File: src/rtl/alb_pkg.sv
// Shared opcode and FSM state encodings for the ALB scheduler slice.
// Pure definitions, no logic; latency and backpressure live in the users.
// Opcodes follow the legacy two-bit ALB function field.
package alb_pkg;

    typedef enum logic [1:0] {
        OP_OR   = 2'b00,
        OP_ADD  = 2'b01,
        OP_ANDN = 2'b10,
        OP_SUB  = 2'b11
    } alb_op_e;

    typedef enum logic [1:0] {
        IDLE = 2'b00,
        EXEC = 2'b01,
        DONE = 2'b10
    } alb_state_e;

endpackage

File: src/rtl/alb_core.sv
// Combinational ALB: OR, ADD, ANDN, SUB with carry-out and signed overflow.
// Latency: zero cycles (pure combinational).
// Backpressure: none; the scheduler registers the outputs.
module alb_core
    import alb_pkg::*;
#(
    parameter int DATA_WIDTH = 11
) (
    input  logic [1:0]            op,
    input  logic [DATA_WIDTH-1:0] a,
    input  logic [DATA_WIDTH-1:0] b,
    input  logic                  ci,
    output logic [DATA_WIDTH-1:0] y,
    output logic                  co,
    output logic                  ovf
);

    logic [DATA_WIDTH-1:0] a_eff;
    logic [DATA_WIDTH:0]   sum;

    always_comb begin
        // SUB reuses the adder with A inverted, so co=1 means no borrow
        a_eff = (op == OP_SUB) ? ~a : a;
        sum   = {1'b0, b} + {1'b0, a_eff} + {{DATA_WIDTH{1'b0}}, ci};
        y     = '0;
        co    = 1'b0;
        ovf   = 1'b0;
        case (op)
            OP_OR:   y = b | a;
            OP_ANDN: y = ~b & a;
            default: begin
                y   = sum[DATA_WIDTH-1:0];
                co  = sum[DATA_WIDTH];
                ovf = (b[DATA_WIDTH-1] == a_eff[DATA_WIDTH-1]) &
                      (sum[DATA_WIDTH-1] != b[DATA_WIDTH-1]);
            end
        endcase
    end

endmodule

File: src/rtl/alb_scheduler.sv
// Round-robin shares one ALB between two requesters; result on a valid/ready channel.
// Latency: accept edge, one EXEC cycle, result registered; 1 op per 2 cycles at best.
// Backpressure: rsp_* held while rsp_ready is low; no new grant until the result is taken.
module alb_scheduler
    import alb_pkg::*;
#(
    parameter int DATA_WIDTH = 11,
    parameter int CNT_WIDTH  = 16
) (
    input  logic                  clk,
    input  logic                  reset,
    input  logic                  r0_valid,
    output logic                  r0_ready,
    input  logic [1:0]            r0_op,
    input  logic [DATA_WIDTH-1:0] r0_a,
    input  logic [DATA_WIDTH-1:0] r0_b,
    input  logic                  r0_ci,
    input  logic                  r1_valid,
    output logic                  r1_ready,
    input  logic [1:0]            r1_op,
    input  logic [DATA_WIDTH-1:0] r1_a,
    input  logic [DATA_WIDTH-1:0] r1_b,
    input  logic                  r1_ci,
    output logic                  rsp_valid,
    input  logic                  rsp_ready,
    output logic                  rsp_id,
    output logic [DATA_WIDTH-1:0] rsp_y,
    output logic                  rsp_co,
    output logic                  rsp_ovf,
    output logic                  rsp_zero,
    output logic                  busy,
    output logic [CNT_WIDTH-1:0]  op_count
);

    alb_state_e            state_q, state_d;
    logic                  rr_last_q, rr_last_d;
    logic [1:0]            op_q, op_d;
    logic [DATA_WIDTH-1:0] a_q, a_d, b_q, b_d;
    logic                  ci_q, ci_d, id_q, id_d;
    logic                  rsp_valid_q, rsp_valid_d;
    logic [DATA_WIDTH-1:0] rsp_y_q, rsp_y_d;
    logic                  rsp_co_q, rsp_co_d, rsp_ovf_q, rsp_ovf_d, rsp_zero_q, rsp_zero_d;
    logic [CNT_WIDTH-1:0]  op_count_q, op_count_d;

    logic                  can_accept, grant0, grant1, acc0, acc1, accept;
    logic [DATA_WIDTH-1:0] core_y;
    logic                  core_co, core_ovf;

    alb_core #(.DATA_WIDTH(DATA_WIDTH)) u_core (
        .op  (op_q),
        .a   (a_q),
        .b   (b_q),
        .ci  (ci_q),
        .y   (core_y),
        .co  (core_co),
        .ovf (core_ovf)
    );

    always_comb begin
        can_accept = (state_q == IDLE) | ((state_q == DONE) & rsp_ready);
        // On contention the requester that did not win last time goes first
        grant0     = (r0_valid & r1_valid) ? rr_last_q  : r0_valid;
        grant1     = (r0_valid & r1_valid) ? ~rr_last_q : r1_valid;
        // Reset gating keeps ready low while the block is held in reset
        r0_ready   = reset & can_accept & grant0;
        r1_ready   = reset & can_accept & grant1;
        acc0       = r0_valid & r0_ready;
        acc1       = r1_valid & r1_ready;
        accept     = acc0 | acc1;
    end

    always_comb begin
        state_d     = state_q;
        rr_last_d   = rr_last_q;
        op_d        = op_q;
        a_d         = a_q;
        b_d         = b_q;
        ci_d        = ci_q;
        id_d        = id_q;
        rsp_valid_d = rsp_valid_q;
        rsp_y_d     = rsp_y_q;
        rsp_co_d    = rsp_co_q;
        rsp_ovf_d   = rsp_ovf_q;
        rsp_zero_d  = rsp_zero_q;
        op_count_d  = op_count_q;

        if (accept) begin
            op_d      = acc1 ? r1_op : r0_op;
            a_d       = acc1 ? r1_a  : r0_a;
            b_d       = acc1 ? r1_b  : r0_b;
            ci_d      = acc1 ? r1_ci : r0_ci;
            id_d      = acc1;
            rr_last_d = acc1;
        end

        case (state_q)
            IDLE: begin
                if (accept) state_d = EXEC;
            end
            EXEC: begin
                state_d     = DONE;
                rsp_valid_d = 1'b1;
                rsp_y_d     = core_y;
                rsp_co_d    = core_co;
                rsp_ovf_d   = core_ovf;
                rsp_zero_d  = (core_y == '0);
            end
            DONE: begin
                if (rsp_ready) begin
                    rsp_valid_d = 1'b0;
                    if (op_count_q != '1)
                        op_count_d = op_count_q + {{(CNT_WIDTH-1){1'b0}}, 1'b1};
                    state_d = accept ? EXEC : IDLE;
                end
            end
            default: state_d = IDLE;
        endcase
    end

    always_ff @(posedge clk or negedge reset) begin
        if (!reset) begin
            state_q     <= IDLE;
            rr_last_q   <= 1'b1;
            op_q        <= 2'b00;
            a_q         <= '0;
            b_q         <= '0;
            ci_q        <= 1'b0;
            id_q        <= 1'b0;
            rsp_valid_q <= 1'b0;
            rsp_y_q     <= '0;
            rsp_co_q    <= 1'b0;
            rsp_ovf_q   <= 1'b0;
            rsp_zero_q  <= 1'b0;
            op_count_q  <= '0;
        end else begin
            state_q     <= state_d;
            rr_last_q   <= rr_last_d;
            op_q        <= op_d;
            a_q         <= a_d;
            b_q         <= b_d;
            ci_q        <= ci_d;
            id_q        <= id_d;
            rsp_valid_q <= rsp_valid_d;
            rsp_y_q     <= rsp_y_d;
            rsp_co_q    <= rsp_co_d;
            rsp_ovf_q   <= rsp_ovf_d;
            rsp_zero_q  <= rsp_zero_d;
            op_count_q  <= op_count_d;
        end
    end

    // The result owner is the id latched at accept; it stays put through DONE
    assign rsp_id    = rsp_valid_q ? id_q : 1'b0;
    assign rsp_valid = rsp_valid_q;
    assign rsp_y     = rsp_y_q;
    assign rsp_co    = rsp_co_q;
    assign rsp_ovf   = rsp_ovf_q;
    assign rsp_zero  = rsp_zero_q;
    assign busy      = (state_q != IDLE);
    assign op_count  = op_count_q;

endmodule

File: config.mk
export PLATFORM = sky130hd
export DESIGN_NAME = alb_scheduler
export DESIGN_NICKNAME = d
export VERILOG_FILES = /design/src/rtl/alb_pkg.sv /design/src/rtl/alb_core.sv /design/src/rtl/alb_scheduler.sv
export SDC_FILE = /design/constraint.sdc
export NUM_CORES = 1
export LEC_CHECK = 0
export BUFFER_PORTS_ARGS = -buffer_cell sky130_fd_sc_hd__buf_2
export CELL_PAD_IN_SITES_DETAIL_PLACEMENT = 0
export CELL_PAD_IN_SITES_GLOBAL_PLACEMENT = 1
export CORE_MARGIN = 2
export CORE_UTILIZATION = 35
export DETAILED_ROUTE_END_ITERATION = 8
export PLACE_DENSITY_LB_ADDON = 0.1
export RECOVER_POWER = 50
export SLEW_MARGIN = 15
export SYNTH_ARGS = -nofsm -noshare
export SYNTH_HDL_FRONTEND = slang
export SYNTH_SLANG_ARGS = --single-unit
File: constraint.sdc
create_clock -name clk -period 8.25 [get_ports clk]
set_input_delay 0.4125 -clock clk [delete_from_list [all_inputs] [get_ports clk]]
set_output_delay 0.4125 -clock clk [all_outputs]
set_load 0.01 [all_outputs]
==> impl_metrics.tcl, run 1 <==
set metrics [dict create \
    p_sw_uw 859.2 \
    synth_cell_types 50 \
    setup_viol 0 \
    port_buffers 89 \
    die-area_um2 10680 \
    powerDensity_nw_per_um2 457.2 \
    slew_headroom 0.3257 \
    synth_nets 448 \
    areaGrowthSynthToFinish_pct 20.54 \
    h-tree-depth 3 \
    hold_buffers 0 \
    initial_core_util 0.3567 \
    crit_path_cell_trace "nand2_1, xnor2_1, fa_1, fa_1, a211oi_2, o21ai_2, a31oi_4, o21a_4, xor2_2, a21oi_1, o41ai_2" \
    regToRegSetupSlack_ns 4.23 \
    worst_r2r_endpoint "rsp_zero" \
    synth_ff_type "dfrtp_1" \
    clock_sinks 60 \
    dp.cells 585 \
    multi_input_area_um2 1834 \
    layout.nets 531 \
    cts-root-buf "clkbuf_8" \
    regArea_um2 1503 \
    final_cells 601 \
    grt_pass1_wl_um 13430 \
    nFillCells 1011 \
    antenna_found_initial 0 \
    fin_util 0.4300 \
    drc 0 \
    num_vias 2882 \
    syn_avg_cell_area_um2 9.091 \
    wl_per_cell_um 13.67 \
    drt-total-wl_um 8214 \
    drv_slew 0 \
    min_period_ns 4.018 \
    first_global_vias 2734 \
    synth-simple-area-share 0.2043 \
    fin_skew_ns 0.01434 \
    comb_power_share 0.570 \
    gp_congestion 0.8274 \
    max_freq_mhz 248.9 \
    worstSkewPairLatency_ns 0.33 \
    grt-ovfl-total 0 \
    crit-reg2reg-launch "op_q[0]" \
    dpl_cell_area_um2 3983 \
    crit_path_end_kind "flop" \
    crit_fanout 25 \
    via_per_inst 4.795 \
    rows 36 \
    syn_area_um2 3455 \
    synthArstFlopShare 1.000 \
    yosys_warnings 0 \
    dr.pass1.iters 4 \
    cp_slowest_cell "dfrtp_1" \
    cts_buffers 9 \
    io_pins 90 \
    synth_edf_count 0 \
    timing_worst_slew_pin_value_ns 1.009 \
    dp_hpwl_um 6165 \
    yosysTopAreaCellShare 0.4274 \
    ys_seq_area_frac 0.4350 \
    p_int_uw 1045 \
    setup_slack_ns 4.232 \
    critPathLaunchType "flop" \
    seqPwrFrac 0.288 \
    synthAdderAreaFrac 0.05143 \
    cts_setup_buffers 0 \
    synth_xor_area_frac 0.08584 \
    cp_data_arrival_time_ns 4.23 \
    timing.final.crit_share 0.4871 \
    p_leak_uw 0.001960 \
    synth_top_family_by_area "simple AND/OR/NAND/NOR gates" \
    fin_area_um2 4164 \
    muxShareOfSynthArea 0.01811 \
    cap_violations 0 \
    grtUsageTotal 0.1613 \
    rr_worst_depth 11 \
    cts_tree "done" \
    required_ns 8.47 \
    netSwitchingFraction 0.4513 \
    ys_top_cells_by_area "dfrtp_1 43%, nand2_1 8.7%, xnor2_1 5.8%" \
    cts_resized 0 \
    min_path_type "primary input to async pin" \
    rsz0062_at_grt "false" \
    ir_drop_mv 0.1492 \
    die_w_um 103.4 \
    diodes 0 \
    cpMostUsedCell "fa_1" \
    drtAntennaViolNets 0 \
    synth_compound_area_frac 0.1699 \
    worstSetupPathType "flop to flop" \
    synth_area_leader_cell "dfrtp_1" \
    status "finished clean" \
    finalSetupTns_ns 0 \
    pwr-share-clk 0.142 \
    die_height_um 103.4 \
    drtIter0Drc 69 \
    clk_path_buf_depth 2 \
    syn_inst 380 \
    pre_cts_ws_ns 4.216 \
    max_stage_delay_ns 0.85 \
    hold_viol_final 0 \
    grt_max_degree 62 \
    drive_gt1_frac 0.2372 \
    ys_ff_latch 60 \
    clk_pin_slew_worst_paths_ns 0.08 \
    core-area_um2 9684 \
]
-- Yosys cell counts (all sizes together) (5+ instances only) --
cell type / number
a211oi: 10
a21o: 5
a21oi: 23
a31oi: 29
buf: 5
clkbuf: 13
dfrtp: 59
ha: 11
inv: 7
nand2: 80
nand3: 11
nor2: 36
nor2b: 5
o21ai: 15
xnor2: 23
xor2: 10
-- metrics by stage --
stage | total power (µW) | hold WS, ns
6_report | 1904 | 0.2289
5_1_grt | 2083 | 0.2674
3_5_place_dp | 1650 | 0.4631
3_3_place_gp | 1642 | 0.4583
2_1_floorplan | 1394 | 0.1169
4_1_cts | 1929 | 0.2605
-- layer usage --
layer  vias up  share of wire  track usage
met4         0          0.010      0.04555
met3         7          0.042      0.03360
li1       1488              -            -
met2        67           0.40       0.2308
met1      1320           0.55       0.2448
met5         -              0            0
-- cells in the final DEF (no fill, tap or decap), types with 3 or more instances in the layout --
cell / instances
nor2_1: 36
nand2b_1: 4
xor2_1: 9
nand4_1: 4
buf_2: 72
mux2i_1: 4
a31oi_1: 27
a21o_1: 3
a211oi_1: 9
dfrtp_1: 59
xnor2_1: 23
clkbuf_8: 11
nor2b_1: 4
and3_1: 3
clkbuf_1: 18
a21oi_1: 21
nand3_1: 10
o21ai_0: 14
inv_1: 6
ha_1: 11
nand2_1: 80
-- critical path, delay by kind of cell (launching register included) --
family | cells | cell delay (ns)
compound gates | 6 | 1.16
xor+xnor | 2 | 0.43
fa+ha+maj | 2 | 0.88
flops | 1 | 0.85
simple gates | 1 | 0.57
-- worst max path at each step --
stage	from	end	slack, ns	depth (start not counted)
finish	op_q[0]	rsp_zero	4.23	11
floorplan	op_q[0]	rsp_zero	4.83	15
CTS	op_q[0]	rsp_zero	4.19	11
detailed placement	op_q[0]	rsp_zero	4.22	11
global placement	op_q[0]	rsp_zero	4.31	11
global route	op_q[0]	rsp_zero	3.91	11
-- sequential cells by signal, summed over array words and instances, names as in the netlist --
name	count
op_count	16
a_q	11
b_q	11
rsp_y	11
op_q	2
state_q	2
ci_q	1
id_q	1
rr_last_q	1
rsp_co	1
rsp_ovf	1
rsp_valid	1
rsp_zero	1
-- cell type report --
| type | count | area share |
|---|---|---|
| Clock buffer | 12 | 0.03726 |
| Sequential cell | 60 | 0.3609 |
| Multi-Input combinational cell | 295 | 0.4405 |
| Inverter | 7 | 0.006310 |
| Timing Repair Buffer | 90 | 0.1037 |
| Clock inverter | 4 | 0.01142 |
| Tap cell | 133 | 0.03996 |
-- power groups by stage --
stage	registers, µW	logic, µW	clock network [µW]
2_1_floorplan	520	874	0
3_3_place_gp	553	1090	0
3_5_place_dp	557	1090	0
4_1_cts	551	1100	279
5_1_grt	572	1220	291
6_report	549	1080	270
-- cell families after synthesis --
| family | Yosys count |
|---|---|
| mux | 6 |
| fa+ha+maj | 13 |
| flops | 60 |
| buf+inv | 25 |
| xor+xnor | 33 |
| simple gates | 155 |
| compound gates | 88 |
(Power assumes the default switching activity.)
==> run 2, diff against run 1 <==
==> constraint.sdc (replaced) <==
create_clock -name clk -period 4.09 [get_ports clk]
set_input_delay 0.2045 -clock clk [delete_from_list [all_inputs] [get_ports clk]]
set_output_delay 0.2045 -clock clk [all_outputs]
set_load 0.01 [all_outputs]
==> impl_metrics.tcl, run 2 (synthesis gave the netlist of run 1 again) <==
set metrics [dict create \
    grt_max_degree 61 \
    core-area_um2 9684 \
    largest_register_ff_count 16 \
    powerDensity_nw_per_um2 929.6 \
    cpMostUsedCell "fa_1" \
    crit_family "compound AO/OA/AOI/OAI gates" \
    pre_cts_ws_ns 0.6407 \
    status "finished with violations" \
    setup_viol 0 \
    violations "max-capacitance violations, max-slew violations" \
    wl_per_cell_um 13.64 \
    regArea_um2 1503 \
    min_period_ns 3.472 \
    initial_core_util 0.3567 \
    cts_setup_buffers 0 \
    drtIter0Drc 97 \
    dr.pass1.iters 4 \
    grt-ovfl-total 0 \
    worstSetupPathType "flop to flop" \
    crit_fanout 11 \
    hold_buffers 0 \
    hold_viol_final 0 \
    dp_hpwl_um 6101 \
    drive_gt1_frac 0.2362 \
    regToRegSetupSlack_ns 0.62 \
    drv_slew 61 \
    die_height_um 103.4 \
    cts_buffers 9 \
    cp_slowest_cell "dfrtp_1" \
    die-area_um2 10680 \
    critPathLaunchType "flop" \
    crit_path_end_kind "flop" \
    cp_data_arrival_time_ns 3.70 \
    crit_path_cell_trace "nand2_1, xnor2_1, fa_1, fa_1, a211oi_2, o21ai_2, a31oi_4, o21a_4, xor2_2, a21oi_1, o41ai_2" \
    required_ns 4.32 \
    power_uw 3903 \
    p_leak_uw 0.001973 \
    path_buf_inv 0 \
    rsz0062_at_grt "false" \
    final_cell_mix "80 x nand2_1, 71 x buf_2, 59 x dfrtp_1, 36 x nor2_1, 27 x a31oi_1" \
    io_pins 90 \
    clk_pin_slew_worst_paths_ns 0.07 \
    setup_slack_ns 0.6175 \
    clk_path_buf_depth 2 \
    die_w_um 103.4 \
    max_freq_mhz 288.0 \
    grtUsageTotal 0.1638 \
    drtAntennaViolNets 0 \
    nFillCells 1014 \
    grt_pass1_wl_um 13440 \
    cts_resized 0 \
    finalSetupTns_ns 0 \
    timing_worst_slew_pin_value_ns 3.139 \
    worstSkewPairLatency_ns 0.34 \
    multi_input_area_um2 1834 \
    layout.nets 533 \
    antenna_found_initial 0 \
    clock_sinks 60 \
    diodes 0 \
    final_common_cell "nand2_1" \
    port_buffers 89 \
    via_per_inst 4.761 \
    gp_congestion 0.7804 \
    cts-root-buf "clkbuf_8" \
    areaGrowthSynthToFinish_pct 21.55 \
    min_path_type "primary input to flop" \
    h-tree-depth 3 \
    drc 0 \
    first_global_vias 2702 \
    max_stage_delay_ns 0.48 \
    fin_util 0.4336 \
    timing.final.crit_share 0.8490 \
    rows 36 \
    hold_ws_ns 0.03251 \
    slew_headroom -1.093 \
    drt-total-wl_um 8225 \
    num_vias 2871 \
    cts_tree "done" \
    fin_skew_ns 0.01247 \
    cap_violations 1 \
    ir_drop_mv 0.2852 \
]
[run 2: cell types whose count changed in the layout (fill, tap and decap cells not counted)]
cell,delta
buf_2,-1
clkbuf_1,+2
buf_4,+1
clkinv_2,-1
bufinv_16,+1
[run 2: area by class of cell]
class,count,area share
clock buffer,12,0.03695
clock inverter,4,0.01728
inverter,7,0.006257
multi-input combinational,295,0.4368
sequential,60,0.3579
tap,133,0.03963
timing repair buffer,92,0.1052
[run 2: worst paths after layout]
kind                               start            to  cells after the start
worst max register to register   op_q[1]      rsp_zero                     11
worst min register to register      id_q          id_q                      2
max in group asynchronous          reset        a_q[6]                      2
worst max-delay path             op_q[1]      rsp_zero                     11
min in group asynchronous          reset  op_count[10]                      2
worst min-delay path            r0_valid     rr_last_q                      2
[run 2: routing by layer]
layer,routed length [µm],GRT usage,vias to the layer above,part of all wire
met4,140,0.06984,0,0.017
li1,-,-,1489,-
met1,4357,0.2459,1293,0.53
met3,461,0.03629,9,0.056
met5,0,0,-,0
met2,3266,0.2243,80,0.40
[run 2: stage by stage]
stage,cells,cell area (µm²)
after floorplan,380,3455
after global placement,587,3998
after detailed placement,587,3998
after CTS,603,4225
after global routing,603,4199
final,603,4199
[run 2: where the power goes]
| group | total (µW) | internal (µW) | switching, µW |
|---|---|---|---|
| logic | 2220 | 968 | 1250 |
| registers | 1070 | 831 | 239 |
| clock network | 610 | 376 | 234 |
| total | 3900 | 2180 | 1730 |
==> run 3, diff against run 2 <==
==> constraint.sdc (replaced) <==
create_clock -name clk -period 3.2 [get_ports clk]
set_input_delay 0.16 -clock clk [delete_from_list [all_inputs] [get_ports clk]]
set_output_delay 0.16 -clock clk [all_outputs]
set_load 0.01 [all_outputs]
==> impl_metrics.tcl, run 3 (synthesis gave the netlist of run 1 again) <==
set metrics [dict create \
    dr.pass1.iters 4 \
    drt-total-wl_um 8590 \
    cts_buffers 9 \
    areaGrowthSynthToFinish_pct 22.17 \
    setup_slack_ns 0.3939 \
    ir_drop_mv 0.3317 \
    h-tree-depth 3 \
    cp_data_arrival_time_ns 3.05 \
    dp_hpwl_um 6324 \
    clk_path_buf_depth 2 \
    worstSkewPairLatency_ns 0.35 \
    rsz0062_at_grt "false" \
    cts_setup_buffers 0 \
    powerDensity_nw_per_um2 1181 \
    critPathLaunchType "flop" \
    core-area_um2 9684 \
    grt-ovfl-total 0 \
    crit_fanout 3 \
    rr_worst_depth 11 \
    num_vias 2949 \
    max_freq_mhz 356.4 \
    fin_skew_ns 0.009589 \
    drv_slew 61 \
    largest_register_ff_count 16 \
    hold_end "a_q[1]" \
    die_w_um 103.4 \
    die-area_um2 10680 \
    violations "max-capacitance violations, max-slew violations" \
    timing.final.crit_share 0.8769 \
    gp_congestion 0.7865 \
    hold_start "r0_a[1]" \
    min_path_type "primary input to flop" \
    rows 36 \
    cap_violations 1 \
    regToRegSetupSlack_ns 0.39 \
    grtUsageTotal 0.1698 \
    drc 0 \
    clock_sinks 60 \
    via_per_inst 4.850 \
    min_period_ns 2.806 \
    timing_worst_slew_pin_value_ns 1.519 \
    drtAntennaViolNets 0 \
    port_buffers 89 \
    diodes 0 \
    power_uw 4985 \
    slew_headroom -0.01266 \
    hold_depth 3 \
    grt_pass1_wl_um 13810 \
    first_global_vias 2750 \
    pre_cts_ws_ns 0.3848 \
    crit_path_end_kind "flop" \
    antenna_found_initial 0 \
    status "finished with violations" \
    drtIter0Drc 122 \
    fin_area_um2 4220 \
    final_cell_mix "80 x nand2_1, 71 x buf_2, 59 x dfrtp_1, 36 x nor2_1, 27 x a31oi_1" \
    layout.nets 538 \
    clk_pin_slew_worst_paths_ns 0.07 \
    io_pins 90 \
    die_height_um 103.4 \
    cts_tree "done" \
    required_ns 3.45 \
    wl_per_cell_um 14.13 \
    finalSetupTns_ns 0 \
    worstSetupPathType "flop to flop" \
    dpl_cell_area_um2 4033 \
    cts-root-buf "clkbuf_8" \
    final_common_cell "nand2_1" \
    p_leak_uw 0.001987 \
    initial_core_util 0.3567 \
    nFillCells 1015 \
    crit-reg2reg-launch "op_q[0]" \
    fin_util 0.4358 \
    grt_max_degree 61 \
    worst_r2r_endpoint "rsp_zero" \
    setup_viol 0 \
    hold_viol_final 0 \
    drive_gt1_frac 0.2484 \
]
[run 3: worst max path at each step]
stage,start,end,slack (ns),depth (start not counted)
2_1_floorplan,op_q[0],rsp_zero,0.009,15
3_3_place_gp,op_q[0],rsp_zero,0.47,11
3_5_place_dp,op_q[0],rsp_zero,0.38,11
4_1_cts,op_q[0],rsp_zero,0.37,11
5_1_grt,op_q[1],rsp_zero,0.24,11
6_report,op_q[0],rsp_zero,0.39,11
[run 3: what timing repair did]
action | 4_1_cts | 5_1_grt
endpoints found under the hold margin | 1 | 0
resized for setup | 0 | 0
hold buffers | 1 | 0
[run 3: metal layers]
metal  up-vias  routed length (µm)  global-route usage
met5         -                   0                   0
met4         0                 149             0.06073
met3        12                 480             0.04435
met2        80                3407              0.2303
met1      1350                4552              0.2577
li1       1507                   -                   -
[run 3: stage by stage]
step	hold slack, ns	std cells
global route	0.05529	608
floorplan	-0.1356	380
global placement	0.3407	591
finish	0.05889	608
CTS	0.04605	608
detailed placement	0.3470	591
[run 3: where the power goes]
| group | internal (µW) | leakage (µW) | switching, µW | total, µW |
|---|---|---|---|---|
| logic | 1270 | 0.00114 | 1640 | 2910 |
| clock network | 400 | 0.000102 | 316 | 716 |
| registers | 1060 | 0.000742 | 295 | 1360 |
[run 3: area by class of cell]
cell class              count  area [µm²]  share of cell area
well taps                 133       166.4             0.03943
clock inverters             4       47.55             0.01127
inverters                   7       26.28            0.006226
flip-flops and latches     60        1503              0.3561
multi-input cells         295        1839              0.4358
clock buffers              12       155.1             0.03676
repair buffers             97       483.0              0.1144
[run 3: worst max-delay path, cell delays in order (launching register included)]
cell and delay [ns]:
dfrtp_1 0.34, nand2_1 0.09, xnor2_1 0.16, fa_2 0.39
fa_2 0.43, a211oi_2 0.25, o21ai_2 0.11, a31oi_4 0.17
o21a_4 0.17, xor2_2 0.15, a21oi_1 0.10, o41ai_2 0.34
